### src/rtl/gauss_window_ctrl.sv
// gauss_window_ctrl: frame sequencer for the 3x3 Gaussian smoothing datapath.
// Tracks field/line timing of the Y16 source, produces the kernel-centre valid
// with its pixel/line position and border flags, latches the kernel weights
// once per frame and appends a synthetic flush line so the last row is filtered.
//
// Ports:
//   i_clk, i_rst_n          clock, asynchronous active-low reset
//   i_field_vld             frame valid, high across all active lines
//   i_line_vld              line valid, high for each active pixel
//   i_gauss_level           kernel select, sampled at frame start only
//   o_win_vld               kernel centre valid (datapath enable)
//   o_pix_cnt, o_line_cnt   centre column / row
//   o_top/o_bot/o_left/o_right  centre on a frame border (valid with o_win_vld)
//   o_coef_corner/edge/center, o_coef_sum  active weights and divisor
//   o_frame_done            one-cycle pulse after the last centre pixel
//   o_err_len/lines/ovr     sticky errors, cleared at the next frame start
module gauss_window_ctrl #(
  parameter int unsigned IMG_W     = 640,
  parameter int unsigned IMG_H     = 512,
  parameter int unsigned CNT_DW    = 16,
  parameter int unsigned FLUSH_GAP = 16
) (
  input  logic              i_clk,
  input  logic              i_rst_n,
  input  logic              i_field_vld,
  input  logic              i_line_vld,
  input  logic [2:0]        i_gauss_level,
  output logic              o_win_vld,
  output logic [CNT_DW-1:0] o_pix_cnt,
  output logic [CNT_DW-1:0] o_line_cnt,
  output logic              o_top,
  output logic              o_bot,
  output logic              o_left,
  output logic              o_right,
  output logic [10:0]       o_coef_corner,
  output logic [10:0]       o_coef_edge,
  output logic [10:0]       o_coef_center,
  output logic [18:0]       o_coef_sum,
  output logic              o_frame_done,
  output logic              o_err_len,
  output logic              o_err_lines,
  output logic              o_err_ovr
);

  localparam int unsigned CW = 11;
  localparam int unsigned SW = 19;

  localparam logic [CNT_DW-1:0] ONE      = CNT_DW'(1);
  localparam logic [CNT_DW-1:0] W_FULL   = CNT_DW'(IMG_W);
  localparam logic [CNT_DW-1:0] W_LAST   = CNT_DW'(IMG_W - 1);
  localparam logic [CNT_DW-1:0] H_FULL   = CNT_DW'(IMG_H);
  localparam logic [CNT_DW-1:0] H_LAST   = CNT_DW'(IMG_H - 1);
  localparam logic [CNT_DW-1:0] GAP_LAST = CNT_DW'(FLUSH_GAP - 1);

  localparam logic [CW-1:0] L0_CORNER = CW'(298);
  localparam logic [CW-1:0] L0_EDGE   = CW'(552);
  localparam logic [CW-1:0] L0_CENTER = CW'(1024);
  localparam logic [SW-1:0] L0_SUM    = SW'(4424);
  localparam logic [CW-1:0] L1_CORNER = CW'(377);
  localparam logic [CW-1:0] L1_EDGE   = CW'(621);
  localparam logic [CW-1:0] L1_CENTER = CW'(1024);
  localparam logic [SW-1:0] L1_SUM    = SW'(5016);

  typedef enum logic [2:0] {
    S_IDLE, S_PRIME, S_RUN, S_GAP, S_FLUSH, S_DONE
  } state_t;

  state_t            r_state;
  logic              r_field_d;
  logic              r_line_d;
  logic [CNT_DW-1:0] r_in_pix;
  logic [CNT_DW-1:0] r_in_line;
  logic [CNT_DW-1:0] r_gap_cnt;

  logic              w_line_in;
  logic              w_field_rise;
  logic              w_field_fall;
  logic              w_line_fall;
  logic              w_start_ovr;
  logic              w_start;
  logic              w_len_bad;
  logic [CNT_DW-1:0] w_row_idx;

  // Line activity outside the field is ignored entirely.
  assign w_line_in    = i_line_vld & i_field_vld;
  assign w_field_rise = i_field_vld & ~r_field_d;
  assign w_field_fall = ~i_field_vld & r_field_d;
  assign w_line_fall  = ~w_line_in & r_line_d;
  assign w_len_bad    = (r_in_pix != W_FULL);

  // A new frame is accepted from IDLE/DONE; arriving in GAP/FLUSH is an overrun.
  assign w_start_ovr = w_field_rise & ((r_state == S_GAP) | (r_state == S_FLUSH));
  assign w_start     = w_start_ovr |
                       (w_field_rise & ((r_state == S_IDLE) | (r_state == S_DONE)));

  // Centre row lags the input row by one; extra input rows pin it to the last row.
  assign w_row_idx = (r_in_line >= H_FULL) ? H_LAST : (r_in_line - ONE);

  // Border flags qualified by the centre valid.
  assign o_left  = o_win_vld & (o_pix_cnt == '0);
  assign o_right = o_win_vld & (o_pix_cnt == W_LAST);
  assign o_top   = o_win_vld & (o_line_cnt == '0);
  assign o_bot   = o_win_vld & (o_line_cnt == H_LAST);

  // Input edge history and per-line pixel count (saturating).
  always_ff @(posedge i_clk or negedge i_rst_n) begin
    if (!i_rst_n) begin
      r_field_d <= 1'b0;
      r_line_d  <= 1'b0;
      r_in_pix  <= '0;
    end else begin
      r_field_d <= i_field_vld;
      r_line_d  <= w_line_in;
      if (w_line_fall || w_field_rise) begin
        r_in_pix <= w_line_in ? ONE : '0;
      end else if (w_line_in && !(&r_in_pix)) begin
        r_in_pix <= r_in_pix + ONE;
      end
    end
  end

  // Kernel weights, latched at frame start; unknown levels keep the current set.
  always_ff @(posedge i_clk or negedge i_rst_n) begin
    if (!i_rst_n) begin
      o_coef_corner <= L0_CORNER;
      o_coef_edge   <= L0_EDGE;
      o_coef_center <= L0_CENTER;
      o_coef_sum    <= L0_SUM;
    end else if (w_start) begin
      case (i_gauss_level)
        3'd0: begin
          o_coef_corner <= L0_CORNER;
          o_coef_edge   <= L0_EDGE;
          o_coef_center <= L0_CENTER;
          o_coef_sum    <= L0_SUM;
        end
        3'd1: begin
          o_coef_corner <= L1_CORNER;
          o_coef_edge   <= L1_EDGE;
          o_coef_center <= L1_CENTER;
          o_coef_sum    <= L1_SUM;
        end
        default: ;
      endcase
    end
  end

  // Frame sequencer with registered window outputs.
  always_ff @(posedge i_clk or negedge i_rst_n) begin
    if (!i_rst_n) begin
      r_state      <= S_IDLE;
      r_in_line    <= '0;
      r_gap_cnt    <= '0;
      o_win_vld    <= 1'b0;
      o_pix_cnt    <= '0;
      o_line_cnt   <= '0;
      o_frame_done <= 1'b0;
      o_err_len    <= 1'b0;
      o_err_lines  <= 1'b0;
      o_err_ovr    <= 1'b0;
    end else begin
      o_win_vld    <= 1'b0;
      o_pix_cnt    <= '0;
      o_frame_done <= 1'b0;

      case (r_state)
        S_IDLE: ;
        S_PRIME: begin
          if (w_line_fall && w_len_bad) o_err_len <= 1'b1;
          if (w_field_fall) begin
            o_err_lines <= 1'b1;
            r_state     <= S_IDLE;
          end else if (w_line_fall) begin
            r_in_line <= r_in_line + ONE;
            r_state   <= S_RUN;
          end
        end
        S_RUN: begin
          o_win_vld  <= w_line_in;
          o_line_cnt <= w_row_idx;
          if (w_line_in && o_win_vld) begin
            o_pix_cnt <= (o_pix_cnt == W_LAST) ? W_LAST : (o_pix_cnt + ONE);
          end
          if (w_line_fall) begin
            if (w_len_bad) o_err_len <= 1'b1;
            if (!(&r_in_line)) r_in_line <= r_in_line + ONE;
          end
          if (w_field_fall) begin
            r_gap_cnt <= '0;
            r_state   <= S_GAP;
          end
        end
        S_GAP: begin
          // First GAP cycle sees the final line count, including a coincident last line_fall.
          if ((r_gap_cnt == '0) && (r_in_line != H_FULL)) o_err_lines <= 1'b1;
          if (r_gap_cnt == GAP_LAST) begin
            o_win_vld  <= 1'b1;
            o_line_cnt <= H_LAST;
            r_state    <= S_FLUSH;
          end else begin
            r_gap_cnt <= r_gap_cnt + ONE;
          end
        end
        S_FLUSH: begin
          // o_pix_cnt doubles as the flush length counter.
          if (o_pix_cnt == W_LAST) begin
            o_frame_done <= 1'b1;
            r_state      <= S_DONE;
          end else begin
            o_win_vld <= 1'b1;
            o_pix_cnt <= o_pix_cnt + ONE;
          end
        end
        S_DONE: r_state <= S_IDLE;
        default: r_state <= S_IDLE;
      endcase

      // Frame start overrides whatever the current state decided.
      if (w_start) begin
        r_state      <= S_PRIME;
        r_in_line    <= '0;
        o_win_vld    <= 1'b0;
        o_pix_cnt    <= '0;
        o_frame_done <= 1'b0;
        o_err_len    <= 1'b0;
        o_err_lines  <= 1'b0;
        o_err_ovr    <= w_start_ovr;
      end
    end
  end

endmodule

### config.mk
export PLATFORM = sky130hd
export DESIGN_NAME = gauss_window_ctrl
export DESIGN_NICKNAME = d
export VERILOG_FILES = /design/src/rtl/gauss_window_ctrl.sv
export SDC_FILE = /design/constraint.sdc
export NUM_CORES = 1
export LEC_CHECK = 0
export CORE_MARGIN = 2
export CORE_UTILIZATION = 48
export CTS_CLUSTER_DIAMETER = 60
export CTS_CLUSTER_SIZE = 40
export DETAILED_ROUTE_END_ITERATION = 7
export GPL_TIMING_DRIVEN = 0
export PLACE_DENSITY = 0.82
export SKIP_LAST_GASP = 1
export SLEW_MARGIN = 30
export SYNTH_ARGS = -nofsm -noshare
export SYNTH_HDL_FRONTEND = slang
export SYNTH_SLANG_ARGS = --single-unit
export TNS_END_PERCENT = 5
### constraint.sdc
create_clock -name i_clk -period 2.3 [get_ports i_clk]
set_input_delay 0.575 -clock i_clk [delete_from_list [all_inputs] [get_ports i_clk]]
set_output_delay 0.575 -clock i_clk [all_outputs]
set_load 0.005 [all_outputs]
# Yosys cells after proc, flatten, opt, wreduce, memory -nomap -nowiden
# Cells that the tools add are included.
# op_classes
addsub	5
n_lt_le_gt_ge	1
n_eq_ne	27
mux	46
bitwise_logic	16
n_reduce_logical	25
# ops
op	n
$mux 16	15
$pmux 16 s2	4
$add 16x1->16 const B	4
$logic_not 16->1	3
$pmux 11 s2	2
$pmux 19 s2	1
$ne 16x10->1 const B	2
$reduce_and 16->1	2
$ne 3x3->1 const B	8
$mux 3	6
$eq 16x10->1 const B	1
$eq 16x4->1 const B	1
$eq 16x9->1 const B	1
$ge 16x10->1 const B	1
$sub 16x1->16 const B	1
$pmux 3 s5	1
$mux 1	14
$and 1x1->1	10
$reduce_and 5->1	2
$ne 3x2->1 const B	3
$eq 3x1->1 const B	2
$eq 3x2->1 const B	2
$eq 3x3->1 const B	2
$logic_not 3->1	2
15 further kinds	30
# word_totals
regBits	131
in_bits	7
output_inout_bits	93
elab_cells	136

# Depth between registers and ports, before layout
# Gate-level depths: netlist of run 1.
# depth
ltp_word	7
ltp_mapped	8
depth_no_buf	7

# Worst setup path after synthesis of run 1
# No wires, ideal clock.
# synth_timing
path_type	register to output
from	register o_pix_cnt[8]
to	output o_right
arrival_ns	1.746
required_ns	1.725
setup_slack_ns	-0.021
stages_incl_launch_ff	4
path_buffers	0
path_cell_list	dfrtp_1 > or4_1 > nor4_1 > and2_1
# synth_between
elab_chain_len	2
# synth_lines
element	line_no	rtl
from (decl)	29	output logic [CNT_DW-1:0] o_pix_cnt,
from (signal assigned)	182	o_pix_cnt <= (o_pix_cnt == W_LAST) ? W_LAST : (o_pix_cnt + ONE);
from (signal assigned)	211	o_pix_cnt <= o_pix_cnt + ONE;
$eq 16x10->1	101	assign o_right = o_win_vld & (o_pix_cnt == W_LAST);
$and 1x1->1	101	
to (decl)	34	output logic o_right,
# Every way passes these cells.

# Worst setup path in the final report of run 1
# layout_timing
from	register o_line_cnt[4]
to	output o_top
# layout_between
elab_chain_len	2
# layout_lines
element	line_no	rtl
from (decl)	30	output logic [CNT_DW-1:0] o_line_cnt,
from (signal assigned)	180	o_line_cnt <= w_row_idx;
$logic_not 16->1	102	assign o_top = o_win_vld & (o_line_cnt == '0);
$and 1x1->1	102	
to (decl)	31	output logic o_top,
# Every way passes these cells.

==> results.toml, run 1 <==
[run_status]
status = "finished with violations"
violations = "setup timing"

[worst_hold_path]
min_path_type = "primary input to async pin"

[routing]
via_count = 5035
wl_met3_um = 694
first_pass_iters = 5
final_antenna_net_count = 0
drt_iter0_markers = 441
finalWirelength_um = 13300
drc = 0
met2WireLength_um = 6600
wl_met1_um = 5740
wl_per_cell_um = 14.8
via_per_inst = 5.61
highest_layer = "met4"

[floorplanning]
die_h_um = 112
rows = 39
die_x_um = 112
core_area_mm2 = 0.0115
start_util = 0.492
ios = 100
die-area_mm2 = 0.0126

[cts]
htreeDepth = 3
numCtsBuffers = 9
root_buffer = "clkbuf_16"
cts_tree = "yes"
clkLatencyLatePin_ps = 360
clkTransAtPathRegs_ps = 60
cts_sinks = 92
cts_buffer_depth = 2

[finish]
drive_above_1_share = 0.170
num_antenna_cells = 0
regArea_mm2 = 0.00231
final_common_cell = "dfrtp_1"
finish.instance_area_mm2 = 0.00704
final_cell_mix = "dfrtp_1 (87), nor2_1 (68), buf_4 (64)"
fill_cells = 908
multiInputGateArea_mm2 = 0.00300
nNetsFinal = 766
area_delta_synth_final_pct = 24.8

[grt]
antenna_found_initial = 0
grt-ovfl-total = 0
grt_start_max_net_pins = 49
gr-usage-all-layers = 0.213
grt_pass1_vias = 4764
grt_pass1_wl_um = 22200

[sta]
finalCritPeriodShare = 1.13
setup_viol_count_final = 14
fin_ws_ps = -299
fin_skew_ps = 6.80
period_needed_ps = 2600
worst_slew_pin_slew_ps = 633
maxSlewHeadroom = 0.574
rsz0062_at_grt = "true"
fmax_ghz = 0.385
slew_viol_final = 0
setup-tns-final_ps = -1490
hold_viol = 0

[placed_design]
hpwl_um = 9370
gp_congestion = 0.879
dpl-instance-area_mm2 = 0.00658
portBuffers = 58

[setup_path]
crit_slowest_cell = "or4_1"
path_cells = "or4_1 -> or4_4 -> nor4_4 -> buf_2"
critPathBufInv = 1
cp_data_arrival_time_ps = 2020
crit_cells = 4
path_delay_family = "simple AND/OR/NAND/NOR gates"
rrSetupSlack_ps = -110
slowest_delay_ps = 530
r2r.worst_path.cells = 7
start_kind = "flop"
crit_fanout = 4
critPathKind = "flop to primary output"
required_ps = 1730
end_kind = "primary output"

[power]
p_leak_nw = 3.12
power.density_mw_per_mm2 = 855
peakVddDrop_mv = 0.494

[synthesis]
synth_area_mm2 = 0.00564
ys_async_sr_fraction = 1.00
ys_types = 71
seq_area_frac_synth = 0.408
synth_area_per_cell_um2 = 9.00
yosys_warnings = 0
synth_ff_type = "dfrtp_1"
ys_ff_latch = 92
synth_edf_count = 0
postSynthCellCount = 627

[job]
drv_cap = 0
-- power breakdown --
part	internal (mW)	leakage [nW]	switching (mW)
logic	1.18	1.78	1.21
registers	1.88	1.21	0.324
clock network	0.769	0.131	0.655
-- Yosys cell counts (all sizes together), types with 7 or more instances --
library cell / number / area share
dfrtp: 91 / 0.40
nor2: 68 / 0.045
buf: 57 / 0.074
nand2: 57 / 0.038
nand3: 34 / 0.030
a21oi: 30 / 0.035
or4: 22 / 0.032
xor2: 22 / 0.034
xnor2: 21 / 0.033
nand4: 20 / 0.022
inv: 19 / 0.013
nor3: 17 / 0.015
clkbuf: 16 / 0.011
o21ai: 15 / 0.014
o211ai: 14 / 0.020
nor4: 12 / 0.017
and3: 10 / 0.011
ha: 9 / 0.020
or3: 9 / 0.010
a211oi: 8 / 0.011
and2: 7 / 0.0078
nand2b: 7 / 0.0078
-- metal layers --
metal,vias to the layer above,track usage
met1,2410,0.279
met3,30,0.0346
met4,0,0.0829
met5,-,0
li1,2401,-
met2,194,0.355
-- through the flow --
stage	hold slack (ps)	setup WS (ps)	instances	total power, mW	util
floorplan	279	128	666	3.57	-
CTS	161	-310	897	5.98	0.609
global route	183	-371	898	6.37	0.614
global placement	467	-2630	867	4.41	0.571
detailed placement	471	-803	868	4.49	0.574
finish	146	-299	898	6.02	0.614
-- state kept, by name (all words and copies together) (netlist names) --
register / count
o_err_len: 1
r_field_d: 1
o_err_lines: 1
o_pix_cnt: 16
o_frame_done: 1
o_line_cnt: 16
r_in_line: 16
o_coef_sum: 1
o_win_vld: 1
r_line_d: 1
r_in_pix: 16
r_gap_cnt: 16
o_coef_edge: 1
r_state: 3
o_err_ovr: 1
-- worst paths after layout --
path	startpoint	endpoint
max	o_line_cnt[4]	o_top
min reg2reg	o_coef_sum[6]	o_coef_sum[6]
min	i_rst_n	o_line_cnt[1]
max reg2reg	o_pix_cnt[0]	o_pix_cnt[4]
min in group i_clk	o_coef_sum[6]	o_coef_sum[6]
max in group asynchronous	i_rst_n	r_in_pix[6]
-- logic make-up after synthesis --
| group | Yosys count | synth area share |
|---|---|---|
| AO/OA/AOI/OAI | 104 | 0.134 |
| XOR/XNOR | 43 | 0.0668 |
| adder cells (fa/ha/maj) | 9 | 0.0200 |
| buffers and inverters | 92 | 0.0969 |
| flip-flops | 92 | 0.408 |
| multiplexers | 5 | 0.00932 |
| other | 2 | 0.00133 |
| AND/OR/NAND/NOR | 280 | 0.264 |
-- layout make-up --
type	instances	area share
clock buffers	10	0.0340
plain buffers	73	0.0676
inverters	19	0.0105
repair buffers	73	0.102
multi-input cells	482	0.426
well taps	143	0.0254
clock inverters	6	0.00693
flip-flops and latches	92	0.328
-- what timing repair did --
action                                  in CTS  in global routing
buffers inserted                            13                  1
cloned                                       0                  0
pin swaps                                    9                  5
hold buffers                                 0                  0
endpoints found under the setup margin      29                 62
resized for setup                           14                  9
Note: power is estimated with default switching activity, not from simulation.
==> inputs of run 2 (changes only) <==
CAP_MARGIN = 5   (was default)
==> results of run 2 <==
Same layout as run 1: the final DEF is identical, and so are final timing and power.
